==> src/rtl/updown_pkg.sv <==
// Shared types and default widths for the triangular sweep sequencer.
// Imported by the interface, the counter and the controller.
package updown_pkg;

    localparam int WIDTH_DEF  = 4;
    localparam int HOLD_W_DEF = 4;
    localparam int REP_W_DEF  = 4;

    typedef enum logic [2:0] {
        IDLE,
        UP,
        HOLD_HI,
        DOWN,
        HOLD_LO,
        DONE
    } sweep_state_t;

endpackage

==> src/rtl/updown_sweep_ctrl_if.sv <==
// Control/status bundle of the sweep sequencer.
// master: start/abort/lo/hi/hold/reps out, count/up_down/busy/done/err in.
// slave:  the mirror image, used by the controller.
interface updown_sweep_ctrl_if
    import updown_pkg::*;
#(
    parameter int WIDTH  = WIDTH_DEF,
    parameter int HOLD_W = HOLD_W_DEF,
    parameter int REP_W  = REP_W_DEF
);

    logic              start;
    logic              abort;
    logic [WIDTH-1:0]  lo;
    logic [WIDTH-1:0]  hi;
    logic [HOLD_W-1:0] hold;
    logic [REP_W-1:0]  reps;
    logic [WIDTH-1:0]  count;
    logic              up_down;
    logic              busy;
    logic              done;
    logic              err;

    modport master (
        output start, abort, lo, hi, hold, reps,
        input  count, up_down, busy, done, err
    );

    modport slave (
        input  start, abort, lo, hi, hold, reps,
        output count, up_down, busy, done, err
    );

endinterface

==> src/rtl/updown_sat.sv <==
// Saturating up/down counter; load beats en, never wraps.
// Ports: clk, reset (async low), en, up_down, load, load_val, count.
module updown_sat
    import updown_pkg::*;
#(
    parameter int WIDTH = WIDTH_DEF
) (
    input  logic             clk,
    input  logic             reset,
    input  logic             en,
    input  logic             up_down,
    input  logic             load,
    input  logic [WIDTH-1:0] load_val,
    output logic [WIDTH-1:0] count
);

    localparam logic [WIDTH-1:0] MAX = '1;

    always_ff @(posedge clk or negedge reset) begin
        if (!reset) begin
            count <= '0;
        end else if (load) begin
            count <= load_val;
        end else if (en) begin
            if (up_down) begin
                if (count != MAX) count <= count + 1'b1;
            end else begin
                if (count != '0) count <= count - 1'b1;
            end
        end
    end

endmodule

==> src/rtl/updown_sweep_ctrl.sv <==
// Triangular sweep sequencer driving a saturating up/down counter.
// Ports: clk, reset (async low), bus (slave side of the sweep bundle).
module updown_sweep_ctrl
    import updown_pkg::*;
#(
    parameter int WIDTH  = WIDTH_DEF,
    parameter int HOLD_W = HOLD_W_DEF,
    parameter int REP_W  = REP_W_DEF
) (
    input  logic                 clk,
    input  logic                 reset,
    updown_sweep_ctrl_if.slave   bus
);

    sweep_state_t      state;
    logic [WIDTH-1:0]  lo_q;
    logic [WIDTH-1:0]  hi_q;
    logic [HOLD_W-1:0] hold_q;
    logic [REP_W-1:0]  reps_q;
    logic [HOLD_W-1:0] hold_cnt;
    logic [REP_W-1:0]  rep_cnt;
    logic [WIDTH-1:0]  cnt;
    logic              up_down_q;
    logic              busy_q;
    logic              done_q;
    logic              err_q;

    logic              cnt_en;
    logic              cnt_dir;
    logic              cnt_load;
    logic              start_ok;
    logic              last_rep;
    logic              hold_end;

    assign start_ok = (bus.lo < bus.hi) && (bus.reps != '0);
    assign last_rep = (REP_W'(rep_cnt + 1'b1) == reps_q);
    assign hold_end = (hold_cnt == hold_q);

    // Counter steps are decided from the same state/count the FSM sees,
    // so the count register moves in lockstep with the state register.
    always_comb begin
        cnt_en   = 1'b0;
        cnt_dir  = 1'b0;
        cnt_load = 1'b0;
        unique case (state)
            IDLE: begin
                cnt_load = !bus.abort && bus.start && start_ok;
            end
            UP: begin
                if (!bus.abort) begin
                    if (cnt < hi_q) begin
                        cnt_en  = 1'b1;
                        cnt_dir = 1'b1;
                    end else if (hold_q == '0) begin
                        cnt_en  = 1'b1;
                    end
                end
            end
            HOLD_HI: begin
                cnt_en = !bus.abort && hold_end;
            end
            DOWN: begin
                if (!bus.abort) begin
                    if (cnt > lo_q) begin
                        cnt_en  = 1'b1;
                    end else if (!last_rep && hold_q == '0) begin
                        cnt_en  = 1'b1;
                        cnt_dir = 1'b1;
                    end
                end
            end
            HOLD_LO: begin
                if (!bus.abort && hold_end) begin
                    cnt_en  = 1'b1;
                    cnt_dir = 1'b1;
                end
            end
            default: ;
        endcase
    end

    updown_sat #(.WIDTH(WIDTH)) u_sat (
        .clk      (clk),
        .reset    (reset),
        .en       (cnt_en),
        .up_down  (cnt_dir),
        .load     (cnt_load),
        .load_val (bus.lo),
        .count    (cnt)
    );

    always_ff @(posedge clk or negedge reset) begin
        if (!reset) begin
            state     <= IDLE;
            lo_q      <= '0;
            hi_q      <= '0;
            hold_q    <= '0;
            reps_q    <= '0;
            hold_cnt  <= '0;
            rep_cnt   <= '0;
            up_down_q <= 1'b0;
            busy_q    <= 1'b0;
            done_q    <= 1'b0;
            err_q     <= 1'b0;
        end else begin
            done_q <= 1'b0;
            err_q  <= 1'b0;
            if (bus.abort && busy_q) begin
                state  <= IDLE;
                busy_q <= 1'b0;
            end else begin
                unique case (state)
                    IDLE: begin
                        if (!bus.abort && bus.start) begin
                            if (start_ok) begin
                                lo_q      <= bus.lo;
                                hi_q      <= bus.hi;
                                hold_q    <= bus.hold;
                                reps_q    <= bus.reps;
                                rep_cnt   <= '0;
                                hold_cnt  <= '0;
                                state     <= UP;
                                busy_q    <= 1'b1;
                                up_down_q <= 1'b1;
                            end else begin
                                err_q <= 1'b1;
                            end
                        end
                    end
                    UP: begin
                        if (cnt >= hi_q) begin
                            if (hold_q != '0) begin
                                state    <= HOLD_HI;
                                hold_cnt <= HOLD_W'(1);
                            end else begin
                                state     <= DOWN;
                                up_down_q <= 1'b0;
                            end
                        end
                    end
                    HOLD_HI: begin
                        if (hold_end) begin
                            state     <= DOWN;
                            up_down_q <= 1'b0;
                        end else begin
                            hold_cnt <= hold_cnt + 1'b1;
                        end
                    end
                    DOWN: begin
                        if (cnt <= lo_q) begin
                            rep_cnt <= rep_cnt + 1'b1;
                            if (last_rep) begin
                                state  <= DONE;
                                busy_q <= 1'b0;
                                done_q <= 1'b1;
                            end else if (hold_q != '0) begin
                                state    <= HOLD_LO;
                                hold_cnt <= HOLD_W'(1);
                            end else begin
                                state     <= UP;
                                up_down_q <= 1'b1;
                            end
                        end
                    end
                    HOLD_LO: begin
                        if (hold_end) begin
                            state     <= UP;
                            up_down_q <= 1'b1;
                        end else begin
                            hold_cnt <= hold_cnt + 1'b1;
                        end
                    end
                    DONE: begin
                        state <= IDLE;
                    end
                    default: begin
                        state  <= IDLE;
                        busy_q <= 1'b0;
                    end
                endcase
            end
        end
    end

    assign bus.count   = cnt;
    assign bus.up_down = up_down_q;
    assign bus.busy    = busy_q;
    assign bus.done    = done_q;
    assign bus.err     = err_q;

endmodule

==> src/flat_wrapper.sv <==
// flat-port wrapper written by rule: the top's interface ports become plain ports
module updown_sweep_ctrl_flat import updown_pkg::*;
#(
    parameter int WIDTH  = WIDTH_DEF,
    parameter int HOLD_W = HOLD_W_DEF,
    parameter int REP_W  = REP_W_DEF
)
  (clk, reset, bus_start, bus_abort, bus_lo, bus_hi, bus_hold, bus_reps, bus_count, bus_up_down, bus_busy, bus_done, bus_err);
  updown_sweep_ctrl_if #(.WIDTH(WIDTH), .HOLD_W(HOLD_W), .REP_W(REP_W)) bus_i ();
  input  logic clk;
  input  logic reset;
  input wire logic [$bits(bus_i.start)-1:0] bus_start;
  input wire logic [$bits(bus_i.abort)-1:0] bus_abort;
  input wire logic [$bits(bus_i.lo)-1:0] bus_lo;
  input wire logic [$bits(bus_i.hi)-1:0] bus_hi;
  input wire logic [$bits(bus_i.hold)-1:0] bus_hold;
  input wire logic [$bits(bus_i.reps)-1:0] bus_reps;
  output wire logic [$bits(bus_i.count)-1:0] bus_count;
  output wire logic [$bits(bus_i.up_down)-1:0] bus_up_down;
  output wire logic [$bits(bus_i.busy)-1:0] bus_busy;
  output wire logic [$bits(bus_i.done)-1:0] bus_done;
  output wire logic [$bits(bus_i.err)-1:0] bus_err;
  assign bus_i.start = bus_start;
  assign bus_i.abort = bus_abort;
  assign bus_i.lo = bus_lo;
  assign bus_i.hi = bus_hi;
  assign bus_i.hold = bus_hold;
  assign bus_i.reps = bus_reps;
  assign bus_count = bus_i.count;
  assign bus_up_down = bus_i.up_down;
  assign bus_busy = bus_i.busy;
  assign bus_done = bus_i.done;
  assign bus_err = bus_i.err;
  updown_sweep_ctrl #(.WIDTH(WIDTH), .HOLD_W(HOLD_W), .REP_W(REP_W)) u_core (.clk(clk), .reset(reset), .bus(bus_i));
endmodule
==> config.mk <==
export PLATFORM = sky130hd
export DESIGN_NAME = updown_sweep_ctrl_flat
export DESIGN_NICKNAME = d
export VERILOG_FILES = /design/src/rtl/updown_pkg.sv /design/src/rtl/updown_sweep_ctrl_if.sv /design/src/rtl/updown_sat.sv /design/src/rtl/updown_sweep_ctrl.sv /design/src/flat_wrapper.sv
export SDC_FILE = /design/constraint.sdc
export NUM_CORES = 1
export LEC_CHECK = 0
export CAP_MARGIN = 40
export CELL_PAD_IN_SITES_DETAIL_PLACEMENT = 0
export CELL_PAD_IN_SITES_GLOBAL_PLACEMENT = 2
export CORE_AREA = 10 10 94 96
export CTS_CLUSTER_DIAMETER = 150
export CTS_CLUSTER_SIZE = 28
export DETAILED_ROUTE_END_ITERATION = 16
export DIE_AREA = 0 0 104 106
export PLACE_DENSITY = 0.8
export SETUP_SLACK_MARGIN = 0.5
export SLEW_MARGIN = 15
export SYNTH_ARGS = -nofsm -noshare
export SYNTH_HDL_FRONTEND = slang
export SYNTH_SLANG_ARGS = --single-unit
export TNS_END_PERCENT = 1
==> constraint.sdc <==
create_clock -name clk -period 3.8 [get_ports clk]
set_input_delay 0.57 -clock clk [delete_from_list [all_inputs] [get_ports clk]]
set_output_delay 0.57 -clock clk [all_outputs]
set_load 0.01 [all_outputs]
* Word level (Yosys, flattened, before mapping) *
Cells that the tools add are included.

word-level totals
  register bits after elaboration = 35
  latch bits = 0
  RAM bits = 0
  memory bits (read-only) = 0
  output and inout port bits = 8
  word-level logic and storage cells = 138
  memories = 0

cells by class
  add/sub/neg operators = 4
  multiply operators = 0
  div/mod/pow operators = 0
  $lt $le $gt $ge = 5
  equality and inequality tests = 27
  shift-type cells = 0
  muxes and demuxes = 62
  bitwise gates (word level) = 1
  reduce and logical (&&, ||, !) cells = 27

operators with widths
  cell                                                    number
  2-to-1 mux 4 bit                                        13
  2-to-1 mux 1 bit                                        33
  2-to-1 mux 3 bit                                        9
  inequality test 3 x 1 -> 1 bit (second input constant)  7
  one-hot mux 4 bit (4 select lines)                      1
  nonzero test 4 bit                                      4
  one-hot mux 3 bit (5 select lines)                      1
  inequality test 2 x 1 -> 1 bit (second input constant)  7
  adder 4 x 1 -> 4 bit (second input constant)            3
  AND reduction 11 bit                                    1
  AND reduction 5 bit                                     2
  == test 4 bit                                           2
  < comparator 4 bit                                      2
  inequality test 2 bit (second input constant)           4
  one-hot mux 4 bit (2 select lines)                      1
  AND reduction 8 bit                                     1
  == test 3 x 2 -> 1 bit (second input constant)          2
  == test 3 bit (second input constant)                   2
  logical AND 1 bit                                       6
  one-hot mux 1 bit (3 select lines)                      2
  AND reduction 6 bit                                     1
  one-hot mux 1 bit (5 select lines)                      1
  nonzero test 5 bit                                      1
  greater-or-equal comparator 4 bit                       1
  17 further kinds                                        19

* Depth between registers and ports, before layout *
Gate-level depths: netlist of the first run.

  word-level depth = 11
  gate-level depth with buffers = 14
  mapped depth without buffers = 14

* By module *
A second synthesis of the first run with hierarchy kept.

unflattened totals
  cells, all modules = 251
  area total of the unflattened synthesis = 2414.8 sq um

by module, submodules not included
  module             times used  cells an instance  area each (sq um)  seq. area each (sq um)
  updown_sweep_ctrl  1           209                2053.2             775.7
  updown_sat         1           42                 361.6              100.1

* Least setup slack after synthesis of the first run *
Ideal clock, no wire load.

  path type = register -> register
  start = reg u_core.u_sat.count[1]
  end = reg u_core.u_sat.count[3]
  data arrival time = 2.804 ns
  data required time = 3.731 ns
  path slack = 0.927 ns
  stages on the path, launching flop included = 14
  path buffers = 0
  cells stage by stage = dfrtp_1 > ha_1 > nor2b_1 > o211ai_1 > a21oi_1 > o22ai_4 > inv_1 > ha_1 > a21o_1 > a21oi_1 > nor2b_1 > mux2i_1 > or3_1 > nand3_1

on the way
  longest elaborated chain between the ends = 7
  elaborated cells on any way between the ends = 25
  classes of those cells = 2 x add/sub; 2 x order compare; 2 x eq/ne; 15 x mux; 4 x reduce/logical

RTL lines
  item                                                             line                                              source
  start, declared                                                  updown_sat.sv:14                                  output logic [WIDTH-1:0] count
  start signal, assigned                                           updown_sat.sv:23                                  count <= load_val;
  start signal, assigned                                           updown_sat.sv:26                                  if (count != MAX) count <= count + 1'b1;
  start signal, assigned                                           updown_sat.sv:28                                  if (count != '0) count <= count - 1'b1;
  > comparator 4 bit / < comparator 4 bit (equally long branches)  updown_sweep_ctrl.sv:64, updown_sweep_ctrl.sv:51
  2-to-1 mux 1 bit, on equally long branches                       updown_sweep_ctrl.sv:64, updown_sweep_ctrl.sv:51
  2-to-1 mux 1 bit, on equally long branches                       updown_sweep_ctrl.sv:63, updown_sweep_ctrl.sv:50
  one-hot mux 1 bit (3 select lines)                               updown_sweep_ctrl.sv:45                           unique case (state)
  2-to-1 mux 4 bit                                                 updown_sat.sv:25                                  if (up_down) begin
  2-to-1 mux 4 bit                                                 updown_sat.sv:24                                  end else if (en) begin
  2-to-1 mux 4 bit                                                 updown_sat.sv:22                                  end else if (load) begin

Parallel ways exist; a longest one is shown, timed or not. The select of a mux whose other input is x is not followed.
A chain may end at the register's enable or synchronous reset.

* Final worst setup path of the first run *
Same ends and word-level chain as after synthesis.

==> results of run 1 <==
[final cells by class]
type                    instances  area [um^2]
fillers                       721         4120
repair buffers                 34          330
multi-input cells             190         1430
flip-flops and latches         35          878
well taps                      99          124
inverters                      17         63.8
clock inverters                 3         43.8
clock buffers                   5         68.8
[where the power goes]
group,total [W],switching [W],internal (W)
clock,0.000346,0.000151,0.000195
sequential,0.000711,0.000181,0.000530
combinational,0.00136,0.000722,0.000635
[stage by stage]
step / power [W] / hold slack (ns) / setup slack, ns / instance area, um^2
global route: 0.00265 / 0.196 / 0.585 / 2940
detailed placement: 0.00207 / 0.497 / 0.684 / 2810
finish: 0.00241 / 0.180 / 0.789 / 2940
CTS: 0.00243 / 0.194 / 0.651 / 2920
global placement: 0.00207 / 0.500 / 0.686 / 2790
floorplan: 0.00171 / 0.274 / 0.927 / 2400
[logic make-up (layout without fill, tap and decap cells)]
| group | count (synthesis) | in the layout | share of synthesized area [%] |
|---|---|---|---|
| buffers and inverters | 23 | 59 | 3.76 |
| DFF | 35 | 35 | 36.6 |
| muxes | 15 | 15 | 6.95 |
| adders and majority gates | 16 | 16 | 8.67 |
| AOI/OAI and AO/OA | 72 | 72 | 21.1 |
| and+or+nand+nor | 76 | 76 | 18.4 |
| xor gates and xnor gates | 11 | 11 | 4.60 |
[cell usage in the layout (no fill, tap or decap), types with 5 or more instances in the layout]
master	count
sky130_fd_sc_hd__mux2_2	9
sky130_fd_sc_hd__nand2_1	16
sky130_fd_sc_hd__nand3_1	8
sky130_fd_sc_hd__a21o_1	6
sky130_fd_sc_hd__buf_4	6
sky130_fd_sc_hd__mux2i_1	5
sky130_fd_sc_hd__nor2_1	13
sky130_fd_sc_hd__xor2_1	8
sky130_fd_sc_hd__and2_1	5
sky130_fd_sc_hd__clkbuf_8	5
sky130_fd_sc_hd__nand2b_1	6
sky130_fd_sc_hd__nor2b_1	9
sky130_fd_sc_hd__clkdlybuf4s50_1	26
sky130_fd_sc_hd__dfrtp_1	33
sky130_fd_sc_hd__a21oi_1	15
sky130_fd_sc_hd__ha_1	15
sky130_fd_sc_hd__o211ai_1	6
sky130_fd_sc_hd__o21ai_0	20
sky130_fd_sc_hd__inv_1	17
[worst max-delay path by stage]
| stage | to | depth (start not counted) | slack [ns] | startpoint |
|---|---|---|---|---|
| after floorplan | u_core.u_sat.count[3]$_DFFE_PN0P_ | 13 | 0.93 | u_core.u_sat.count[1]$_DFFE_PN0P_ |
| after global placement | u_core.u_sat.count[3]$_DFFE_PN0P_ | 12 | 0.69 | bus_abort |
| after detailed placement | u_core.u_sat.count[3]$_DFFE_PN0P_ | 12 | 0.68 | bus_abort |
| after CTS | u_core.u_sat.count[3]$_DFFE_PN0P_ | 13 | 0.65 | u_core.u_sat.count[1]$_DFFE_PN0P_ |
| after global routing | u_core.u_sat.count[3]$_DFFE_PN0P_ | 13 | 0.58 | u_core.u_sat.count[1]$_DFFE_PN0P_ |
| final | u_core.u_sat.count[3]$_DFFE_PN0P_ | 13 | 0.79 | u_core.u_sat.count[1]$_DFFE_PN0P_ |
[timing repair]
item,in CTS,in global routing
endpoints found under the hold margin,0,0
gates resized for setup,0,2
hold buffers,0,0
endpoints found under the setup margin,0,1
setup buffers,0,2
[state kept, by name, indices dropped and copies added (netlist names), 3 cells and up]
name	cells
u_core.hi_q	4
u_core.hold_cnt	4
u_core.hold_q	4
u_core.lo_q	4
u_core.rep_cnt	4
u_core.reps_q	4
u_core.state	3
u_core.u_sat.count	4
[routing by layer]
layer  GRT usage, %  wire length, um
met2           17.0             2670
met1           13.6             2730
met4           3.28               60
met3           2.60              245
met5              0                0
==> flow_metrics.tcl, run 1 <==
set metrics [dict create \
    synthesis.nets 284 \
    clk_transition_reported_paths_ns 0.08 \
    synth_seq_area_share_pct 36.6 \
    ys.warnings.count 0 \
    timing_max_transition_violations_final 0 \
    final_cells 383 \
    max_slew_margin_pct 44.0 \
    cts_tree "yes" \
    vias_in_the_first_global_route 1919 \
    post-synth-top-area-cell "sky130_fd_sc_hd__dfrtp_1" \
    r2r_cells 13 \
    post_drt_via_cell_ratio 4.96 \
    netlist.area_leader.share_pct 36.6 \
    cp_data_arrival_time_ns 3.24 \
    postSynthCellCount 248 \
    cp_slowest_stage_delay_ns 0.48 \
    via_count 1901 \
    synth.cells.most_frequent "sky130_fd_sc_hd__dfrtp_1 (35), sky130_fd_sc_hd__o21ai_0 (20), sky130_fd_sc_hd__inv_1 (17)" \
    detail_route.drc_violations 0 \
    final_min_period_over_clock_period_pct 79.2 \
    cellPowerDensity_nw_per_um2 822 \
    yosys-top-cells-area "sky130_fd_sc_hd__dfrtp_1 (37%), sky130_fd_sc_hd__ha_1 (7.8%), sky130_fd_sc_hd__mux2_2 (4.2%)" \
    die_h_um 106 \
    core_um2 7060 \
    leakage_nw 1.27 \
    setup_total_negative_slack_ns 0 \
    crit_type "reg2reg" \
    crit_required_ns 4.03 \
    finalNetCount 319 \
    fmax_mhz 332 \
    synth_edf_count 0 \
    synth_top_flop_cell "sky130_fd_sc_hd__dfrtp_1" \
    grt_pass1_wl_um 9690 \
    timing.max_cap.violations 0 \
    clock-root-buffer "sky130_fd_sc_hd__clkbuf_8" \
    mappedNetlistArea_um2 2400 \
    dr_pass1_iterations 4 \
    yosys_register_bits 35 \
    worst_max_slew_pin_slew_ns 0.829 \
    antenna_found_initial 0 \
    postSynth.asyncResetShare_pct 100 \
    critical_register_to_register_path_endpoint "u_core.u_sat.count[3]$_DFFE_PN0P_" \
    htreeDepth 2 \
    rsz_0062_raised_after_global_routing "false" \
    clock_skew_ns 0.00917 \
    final_hold_violations 0 \
    status "completed" \
    ctsLongestPathBuffers 2 \
    port_buffers 27 \
    synth_cell_type_count 55 \
    clock_sinks 35 \
    timing.final.setup_violations 0 \
    post-place-cells 373 \
    place.detailed.hpwl_um 4420 \
    critPathSlowestCell "sky130_fd_sc_hd__dfrtp_2" \
    yosys.cell_count.top_type "sky130_fd_sc_hd__dfrtp_1" \
    number_of_primary_i_o_pins 28 \
    route.detailed.wl_per_inst_um 14.9 \
    grt_start_max_net_pins 28 \
    final_layout_size_suffix_gt1_share_pct 15.1 \
    critical_path.reg2reg.startpoint "u_core.u_sat.count[1]$_DFFE_PN0P_" \
    max-vdd-ir-drop_mv 0.450 \
    wl_um 5710 \
    groute.usage.overall_pct 10.5 \
    worst_skew_pair.late_latency_ns 0.30 \
    postSynthAreaPerCell_um2 9.66 \
    hold_path_class "in2async" \
    std_cell_rows 31 \
    timing.critical_path.cells "ha_1 -> nor2b_1 -> o211ai_1 -> a21oi_1 -> o22ai_4 -> inv_1 -> ha_1 -> a21o_1 -> a21oi_1 -> nor2b_1 -> mux2i_1 -> or3_1 -> nand3_1" \
    area_growth_syn_to_layout_pct 22.7 \
    gp_routability_congestion 0.758 \
    detailedRoute.firstIterationViolations 84 \
    cts_buffers 5 \
    antenna_cells 0 \
    cell_family_with_most_cp_delay "compound AO/OA/AOI/OAI gates" \
    final_util_pct 41.6 \
    worstSetupStartpointType "flip-flop" \
    chipWidth_um 104 \
    grt_remaining_overflow 0 \
    r2r_setup_slack_ns 0.79 \
    timing.critical_path.fanout_max 8 \
    critPathBufInv 1 \
    setup_crit_end_kind "flip-flop" \
    timing.final.crit_period_ns 3.01 \
    initial_core_util_pct 33.9 \
    dieArea_um2 11000 \
    ant_nets 0 \
]
Power figures use the tool's default switching activity.
==> run 2: changes to the inputs <==
Clock period 3.8 ns to 2.8 ns, I/O delays scaled along.
==> run 2 against run 1 <==
Compared with the run above:
- worst hold slack got worse by 0.11 ns
- setup slack got worse by 0.64 ns
- final cell count rose by 7.0%
- die area did not move
- flip-flop and latch count did not move
- wire length rose by 7.0%
- sequential share of layout area fell by 3.2 points
- power rose by 56%
- critical path type unchanged
- fmax rose by 14%
- critical path depth fell by 1
- register-to-register slack got worse by 0.64 ns
- critical endpoint unchanged
- sequential power rose by 25%
==> flow_metrics.tcl, run 2 (synthesis results as in run 1) <==
set metrics [dict create \
    place.detailed.hpwl_um 4880 \
    hold_path_class "in2async" \
    layout.cells.most_common "sky130_fd_sc_hd__dfrtp_1" \
    most-common-layout-cells "sky130_fd_sc_hd__dfrtp_1 (34), sky130_fd_sc_hd__buf_4 (32), sky130_fd_sc_hd__clkdlybuf4s50_1 (18)" \
    timing.final.crit_period_ns 2.65 \
    detailedRoute.firstIterationViolations 72 \
    post_drt_via_cell_ratio 4.90 \
    timing_max_transition_violations_final 0 \
    status "completed" \
    max_slew_margin_pct 65.5 \
    cellPowerDensity_nw_per_um2 1150 \
    ctsLongestPathBuffers 2 \
    gp_routability_congestion 0.820 \
    timing.critical_path.fanout_max 3 \
    timing.final.setup_violations 0 \
    clock_skew_ns 0.00483 \
    grt_pass1_wl_um 10400 \
    grt_remaining_overflow 0 \
    post-place-cells 396 \
    die_h_um 106 \
    groute.usage.overall_pct 11.4 \
    htreeDepth 2 \
    max-vdd-ir-drop_mv 0.543 \
    clock_sinks 35 \
    core_um2 7060 \
    clock-root-buffer "sky130_fd_sc_hd__clkbuf_8" \
    worstSetupStartpointType "flip-flop" \
    fmax_mhz 378 \
    leakage_nw 1.48 \
    cts_buffers 5 \
    dr_pass1_iterations 4 \
    rsz_0062_raised_after_global_routing "true" \
    antenna_cells 0 \
    final_layout_size_suffix_gt1_share_pct 27.7 \
    std_cell_rows 31 \
    dieArea_um2 11000 \
    footprint_of_the_multi_input_gates_um2 1560 \
    final_hold_violations 0 \
    antenna_found_initial 0 \
    finalNetCount 346 \
    cp_data_arrival_time_ns 2.88 \
    nFillCells 707 \
    clk_transition_reported_paths_ns 0.07 \
    detail_route.drc_violations 0 \
    stdcell_area_um2 3280 \
    setup_crit_end_kind "flip-flop" \
    chipWidth_um 104 \
    port_buffers 27 \
    ant_nets 0 \
    via_count 2009 \
    area_growth_syn_to_layout_pct 37.0 \
    final_util_pct 46.5 \
    grt_start_max_net_pins 28 \
    worst_max_slew_pin_slew_ns 0.512 \
    vias_in_the_first_global_route 2113 \
    worst_hold_slack_ns 0.0726 \
    initial_core_util_pct 33.9 \
    setup_total_negative_slack_ns 0 \
    crit_required_ns 3.03 \
    crit_type "reg2reg" \
    number_of_primary_i_o_pins 28 \
    worst_skew_pair.late_latency_ns 0.29 \
    final_cells 410 \
    wl_um 6100 \
    final_min_period_over_clock_period_pct 94.6 \
    placed_cell_area_um2 3080 \
    cts_tree "yes" \
    area.sequential_um2 877 \
    timing.max_cap.violations 0 \
    route.detailed.wl_per_inst_um 14.9 \
]
run 2: changes by cell type in the layout (fill, tap and decap cells not counted), sizes merged:
cell,previous run,this run
clkbuf,5,8
buf,8,34
clkinv,2,1
bufinv,1,0
dlymetal6s2s,0,8
clkdlybuf4s50,26,18
run 2: routing by layer:
| metal | wire, um | share of wire [%] | track usage, % | vias up |
|---|---|---|---|---|
| met4 | 97 | 1.6 | 3.68 | 0 |
| met5 | 0 | 0 | 0 | - |
| met1 | 2880 | 47 | 13.5 | 955 |
| met2 | 2950 | 48 | 19.7 | 26 |
| li1 | - | - | - | 1020 |
| met3 | 170 | 2.8 | 2.78 | 8 |
run 2: path summary, 6_finish.rpt:
| path | to | depth (start not counted) | slack (ns) | from |
|---|---|---|---|---|
| min reg2reg | u_core.rep_cnt[1]$_DFFE_PN0P_ | 2 | 0.52 | u_core.rep_cnt[1]$_DFFE_PN0P_ |
| min in group clk | u_core.hi_q[1]$_DFFE_PN0P_ | 3 | 0.38 | bus_hi[1] |
| max | u_core.u_sat.count[3]$_DFFE_PN0P_ | 12 | 0.15 | u_core.hold_q[0]$_DFFE_PN0P_ |
| max in group asynchronous | u_core.u_sat.count[1]$_DFFE_PN0P_ | 2 | 2.25 | reset |
| min | u_core.reps_q[1]$_DFFE_PN0P_ | 1 | 0.07 | reset |
| max reg2reg | u_core.u_sat.count[3]$_DFFE_PN0P_ | 12 | 0.15 | u_core.hold_q[0]$_DFFE_PN0P_ |
run 2: layout make-up:
| type | instances | share of cell area, % |
|---|---|---|
| Tap cell | 99 | 3.77 |
| Multi-Input combinational cell | 190 | 47.6 |
| Sequential cell | 35 | 26.7 |
| Timing Repair Buffer | 61 | 17.5 |
| Clock buffer | 7 | 2.33 |
| Clock inverter | 1 | 0.152 |
| Inverter | 17 | 1.94 |
run 2: what timing repair did:
item | CTS | global route
gates resized for setup | 0 | 26
endpoints found under the setup margin | 14 | 25
hold buffers | 0 | 0
pin swaps | 3 | 25
buffers inserted | 4 | 2
run 2: report_power, final:
| group | internal [W] | switching (W) |
|---|---|---|
| logic | 0.00125 | 0.00126 |
| clock network | 0.000175 | 0.000192 |
| registers | 0.000719 | 0.000170 |
| total | 0.00214 | 0.00163 |
run 2: stage by stage:
stage          setup WS, ns  power [W]
2_1_floorplan         0.150    0.00244
3_3_place_gp        -0.0819    0.00318
3_5_place_dp         -0.117    0.00320
4_1_cts               0.117    0.00363
5_1_grt             -0.0446    0.00411
6_report              0.152    0.00377
run 2: critical path: stages, from the launching register on:
cell and delay (ns):
sky130_fd_sc_hd__dfrtp_1 0.38, sky130_fd_sc_hd__or4_4 0.56, sky130_fd_sc_hd__nor3_4 0.15, sky130_fd_sc_hd__o21ai_2 0.10, sky130_fd_sc_hd__o22ai_4 0.20, sky130_fd_sc_hd__inv_2 0.08
sky130_fd_sc_hd__ha_4 0.21, sky130_fd_sc_hd__a21o_1 0.16, sky130_fd_sc_hd__a21oi_2 0.14, sky130_fd_sc_hd__nor2b_2 0.15, sky130_fd_sc_hd__mux2i_1 0.07, sky130_fd_sc_hd__or3_1 0.30
sky130_fd_sc_hd__nand3_1 0.09
==> run 3: changes to the inputs <==
--- a/config.mk
+++ b/config.mk
@@ -14,4 +14,5 @@
 export DETAILED_ROUTE_END_ITERATION = 16
 export DIE_AREA = 0 0 104 106
+export HOLD_SLACK_MARGIN = 0.06
 export PLACE_DENSITY = 0.8
 export SETUP_SLACK_MARGIN = 0.5
==> constraint.sdc (replaced) <==
create_clock -name clk -period 2.8 [get_ports clk]
set_input_delay 0.42 -clock clk [delete_from_list [all_inputs] [get_ports clk]]
set_output_delay 0.42 -clock clk [all_outputs]
set_load 0.05 [all_outputs]
==> run 3 against run 2 <==
Compared with the run above:
- final area is 1.4% lower
- largest cell class unchanged
- combinational power is 2% higher
- register-to-register slack worse by 0.06 ns
- die area stayed put
- core utilization is 0.64 points lower
- wire length is 1.1% lower
- via count hardly changed
- non-clock buffer count is 3 lower
- setup slack worse by 0.056 ns
- global-route usage is 0.13 points higher
- critical path depth is 1 higher
==> flow_metrics.tcl, run 3 (synthesis results as in run 1) <==
set metrics [dict create \
    setup_total_negative_slack_ns 0 \
    ant_nets 0 \
    placed_cell_area_um2 3050 \
    groute.usage.overall_pct 11.5 \
    p_total_w 0.00385 \
    cts_tree "yes" \
    power_frac_clock_pct 9.9 \
    clock_skew_ns 0.0121 \
    cp_data_arrival_time_ns 2.93 \
    leakage_nw 1.46 \
    timing.final.setup_violations 0 \
    wl_um 6040 \
    fmax_mhz 370 \
    setup.worst_path.start "u_core.u_sat.count[1]$_DFFE_PN0P_" \
    clock_sinks 35 \
    area_growth_syn_to_layout_pct 35.1 \
    clk_transition_reported_paths_ns 0.08 \
    timing.max_cap.violations 0 \
    detailedRoute.firstIterationViolations 73 \
    footprint_of_the_multi_input_gates_um2 1530 \
    final_hold_violations 0 \
    final_min_period_over_clock_period_pct 96.6 \
    grt_pass1_wl_um 10500 \
    cellPowerDensity_nw_per_um2 1190 \
    worst_path_setup_slack_after_routing_ns 0.0955 \
    cts_buffers 5 \
    die_h_um 106 \
    layout.cells.most_common "sky130_fd_sc_hd__dfrtp_1" \
    finalNetCount 343 \
    max_slew_margin_pct 65.8 \
    hold_path_class "in2reg" \
    crit_required_ns 3.02 \
    worst_skew_pair.late_latency_ns 0.29 \
    max-vdd-ir-drop_mv 0.711 \
    critical_path.reg2reg.startpoint "u_core.u_sat.count[1]$_DFFE_PN0P_" \
    gp_routability_congestion 0.812 \
    crit_type "reg2reg" \
    antenna_found_initial 0 \
    timing.final.crit_period_ns 2.70 \
    htreeDepth 2 \
    place.detailed.hpwl_um 4790 \
    dr_pass1_iterations 6 \
    chipWidth_um 104 \
    area.sequential_um2 883 \
    grt_start_max_net_pins 29 \
    power.sequential.fraction_pct 23.4 \
    core_um2 7060 \
    hold_path.startpoint "bus_hi[2]" \
    worstSetupStartpointType "flip-flop" \
    initial_core_util_pct 33.9 \
    port_buffers 27 \
    dieArea_um2 11000 \
    number_of_primary_i_o_pins 28 \
    nFillCells 707 \
    setup_crit_end_kind "flip-flop" \
    vias_in_the_first_global_route 2146 \
    clock-root-buffer "sky130_fd_sc_hd__clkbuf_8" \
    power_frac_comb_pct 66.7 \
    detail_route.drc_violations 0 \
    status "completed" \
    via_count 2010 \
    worst_hold_slack_ns 0.370 \
    internal_power_w 0.00214 \
    sw_frac_of_total_pct 44.4 \
    worst_max_slew_pin_slew_ns 0.511 \
    switchingPower_w 0.00171 \
    route.detailed.wl_per_inst_um 14.8 \
    post_drt_via_cell_ratio 4.94 \
    most-common-layout-cells "sky130_fd_sc_hd__dfrtp_1 (31), sky130_fd_sc_hd__buf_4 (28), sky130_fd_sc_hd__clkdlybuf4s50_1 (18)" \
    rsz_0062_raised_after_global_routing "true" \
    timing_max_transition_violations_final 0 \
    dp_worst_setup_slack_ns -0.148 \
    final_layout_size_suffix_gt1_share_pct 25.0 \
    stdcell_area_um2 3240 \
    timing.critical_path.fanout_max 3 \
    antenna_cells 0 \
    std_cell_rows 31 \
    ctsLongestPathBuffers 2 \
    grt_remaining_overflow 0 \
]
==> run 3: cell types whose count changed in the layout (fill, tap and decap cells not counted), sizes merged <==
cell,previous run,this run
clkbuf,8,7
buf,34,31
dlygate4sd3,0,1
==> run 3: power groups by stage <==
stage / Clock, W / Combinational [W] / Sequential (W)
4_1_cts: 0.000400 / 0.00242 / 0.000903
2_1_floorplan: 0 / 0.00147 / 0.00106
6_report: 0.000383 / 0.00257 / 0.000901
3_3_place_gp: 0 / 0.00237 / 0.000909
5_1_grt: 0.000421 / 0.00285 / 0.000940
3_5_place_dp: 0 / 0.00240 / 0.000911
==> run 3: worst max-delay path: stages, from the launching register on <==
cell,delay [ns]
sky130_fd_sc_hd__dfrtp_4,0.52
sky130_fd_sc_hd__ha_4,0.23
sky130_fd_sc_hd__nor2b_1,0.12
sky130_fd_sc_hd__o211ai_1,0.25
sky130_fd_sc_hd__a21oi_2,0.12
sky130_fd_sc_hd__o22ai_4,0.19
sky130_fd_sc_hd__inv_2,0.08
sky130_fd_sc_hd__ha_4,0.21
sky130_fd_sc_hd__a21o_1,0.16
sky130_fd_sc_hd__a21oi_2,0.15
sky130_fd_sc_hd__nor2b_1,0.14
sky130_fd_sc_hd__mux2i_1,0.09
sky130_fd_sc_hd__or3_1,0.31
sky130_fd_sc_hd__nand3_1,0.07
==> run 3: cell type report <==
type	instances	share of cell area [%]
clock inverters	1	0.155
flip-flops and latches	35	27.3
clock buffers	7	2.67
multi-input cells	190	47.2
well taps	99	3.83
inverters	17	1.97
repair buffers	58	16.9
==> run 3: per-layer routing <==
layer / part of all wire [%] / global-route usage [%] / up-vias
met3: 3.7 / 2.78 / 8
li1: - / - / 1016
met4: 1.3 / 3.58 / 0
met5: 0 / 0 / -
met2: 48 / 18.9 / 33
met1: 47 / 14.5 / 953
==> run 3: per-stage QoR <==
stage | std cells | util [%]
after global placement | 394 | 42.9
after CTS | 404 | 44.8
after global routing | 407 | 45.9
final | 407 | 45.9
after floorplan | 248 | -
after detailed placement | 395 | 43.2
==> run 3: final timing paths <==
path / end / slack (ns) / cells past startpoint
worst min-delay path: u_core.hi_q[2]$_DFFE_PN0P_ / 0.37 / 3
worst max-delay path: u_core.u_sat.count[3]$_DFFE_PN0P_ / 0.1 / 13
max in group asynchronous: u_core.rep_cnt[3]$_DFFE_PN0P_ / 1.86 / 3
min in group asynchronous: u_core.u_sat.count[1]$_DFFE_PN0P_ / 0.51 / 2
worst min register to register: u_core.hi_q[0]$_DFFE_PN0P_ / 0.52 / 1
worst max register to register: u_core.u_sat.count[3]$_DFFE_PN0P_ / 0.1 / 13
==> run 3: timing repair <==
item / 4_1_cts / 5_1_grt
hold buffers: 1 / 0
hold endpoints to repair: 7 / 0
endpoints found under the setup margin: 15 / 25
setup buffers: 0 / 3
gates resized for setup: 1 / 17
gates cloned: 0 / 0
pin swaps: 2 / 21
==> patch (config.mk and constraints of run 2) <==
Reset style: synchronous (`reset`), changed in 2 clocked blocks. Comments in the files are not updated.
--- a/src/rtl/updown_sat.sv
+++ b/src/rtl/updown_sat.sv
@@ -16,7 +16,7 @@
 
     localparam logic [WIDTH-1:0] MAX = '1;
 
-    always_ff @(posedge clk or negedge reset) begin
+    always_ff @(posedge clk) begin
         if (!reset) begin
             count <= '0;
         end else if (load) begin
--- a/src/rtl/updown_sweep_ctrl.sv
+++ b/src/rtl/updown_sweep_ctrl.sv
@@ -89,7 +89,7 @@
         .count    (cnt)
     );
 
-    always_ff @(posedge clk or negedge reset) begin
+    always_ff @(posedge clk) begin
         if (!reset) begin
             state     <= IDLE;
             lo_q      <= '0;
Formal check against the unedited RTL: differs if reset is asserted again (counterexample within 4 cycles, from zero or initial values and one cycle with reset low); with reset held inactive, the same outputs for 4 cycles.
==> patch against run 2 <==
The run now ends with negative setup slack left; design area rose by 0.80%; sequential cell count is the same; critical path depth increased by 3; cell count up 12%; routed wire length up 11%; first-iteration DRC count grew 64%; setup slack got worse by 0.63 ns; via count rose by 16%; area after synthesis up 0.73%; largest cell class unchanged.
Power is not compared: it rests on default switching activity, and its combinational part moved more than twofold at a synthesized area within 25%.
==> patch: results (changes against run 2) <==
| Metric | Value |
|---|---|
| Status | finished with violations |
| Failing checks | negative setup slack |
| Area contributors post-synth | dfxtp_1 (29%), nand2_1 (8.4%), ha_1 (7.8%), a21boi_0 (5.3%), xnor2_1 (2.9%) |
| Synth Area in Compound Gates | 26.0% (+4.9 points) |
| Non-Filler Instances | 460 (+12%) |
| RD Place Congestion | 0.836 (+2.0%) |
| Worst r2r path cells | 15 (+3) |
| Non-clk buf share | 18.5% (+1.0 points) |
| CLK BUF | 7 (unchanged) |
| Worst-Margin Slew | 0.500 ns (-0.0125 ns) |
| Met3 wire length | 255 um (+50%) |
| CP startpoint | u_core.hi_q[2] |
| DR iter-0 viols | 118 (+64%) |
| Critical Path Slowest Stage Cell | a2111o_1 |
| Crit path largest cell delay | 0.46 ns (-0.10 ns) |
| Critical Path AT | 3.46 ns (+0.58 ns) |
| Non-clk invs | 13 (-4) |
| Top cells by count, synth | nand2_1 (54), dfxtp_1 (35), a21boi_0 (17), ha_1 (15), nor2_1 (14) |
| Worst slack at placement | -0.577 ns (-0.460 ns) |
| Hold WC Path Type | in2reg |
| Post_cts resized | 12 (+12) |
| Synth cell types | 71 (+29%) |
| Final nets | 396 (+14%) |
| Non-clk bufs | 72 (+18%) |
| Hold Path End | u_core.hi_q[2] |
| Met1 usage | 16.9% (+3.4 points) |
| Register area | 708 um2 (-19%) |
| Post-DR wirelength/cell | 14.7 um (-1.4%) |
| First-pass GRT wire length | 11.5 mm (+10%) |
| Worst setup path endpoint | u_core.u_sat.count[3] |
| Total CTS buffers | 5 (unchanged) |
| Post-synth ARST share | 0% (-100 points) |
| Main synth FF type | dfxtp_1 |
| # placed instances | 452 (+14%) |
| Synth Area in Adders | 9.49% (+0.82 points) |
| HPWL after DPL | 5.27 mm (+8.1%) |
| Vias in the first global route | 2326 (+10%) |
| Post-CTS setup buffer count | 0 (-4) |
| Sequential area share after synthesis | 29.0% (-7.5 points) |
| Number of fill cells | 732 (+3.5%) |
| Pin count of the biggest net entering global routing | 37 (+32%) |
| M3 GR Usage | 3.02% (+0.24 points) |
| Post-synthesis mux area share | 0.415% (-6.5 points) |
| Final worst setup slack | -0.482 ns (-0.634 ns) |
| Via count | 2332 (+16%) |
| Comb_multi_in | 233 (+23%) |
| Clock buf/inv share | 2.87% (+0.40 points) |
| Syn Inst Count | 293 (+18%) |
| CP top delay family | compound AO/OA/AOI/OAI gates |
| Final setup violation count | 2 (+2) |
| Routed wl met2 | 2.97 mm (+0.41%) |
| Met2 usage | 19.3% (-0.45 points) |
| Mapped Nets | 329 (+16%) |
| FF-to-FF Start | u_core.hi_q[2] |
| GRT Total Usage | 12.5% (+1.1 points) |
| Layout cell share with drive strength beyond 1 | 25.5% (-2.2 points) |
==> patch: changes by cell type after synthesis, moves of 6 or more <==
cell      change
nand2_1      +38
dfxtp_1      +35
clkbuf_1      +6
xnor2_1       +6
a21oi_1       -7
dfrtp_1      -35
xor2_1        -6
mux2_2        -9
nor2b_1       -6
o21ai_0      -11
a21boi_0     +16
==> patch: stage by stage <==
step | TNS, ns | hold WS (ns) | cell area, um2
6_report | -0.488 | 0.443 | 3310
5_1_grt | -0.978 | 0.480 | 3310
4_1_cts | -0.459 | 0.468 | 3270
3_5_place_dp | -0.577 | 0.457 | 3130
3_3_place_gp | -0.502 | 0.450 | 3130
2_1_floorplan | -0.451 | 0.443 | 2450
==> patch: tightest hold or removal path, delay by kind of cell <==
family,cells,cell delay [ns]
buffers and inverters,1,0.14
AND/OR/NAND/NOR,1,0.07
AO/OA/AOI/OAI,1,0.07
==> patch: power by group <==
group | internal (mW) | switching (mW)
sequential | 0.551 | 0.0411
combinational | 0.511 | 0.558
clock | 0.202 | 0.207
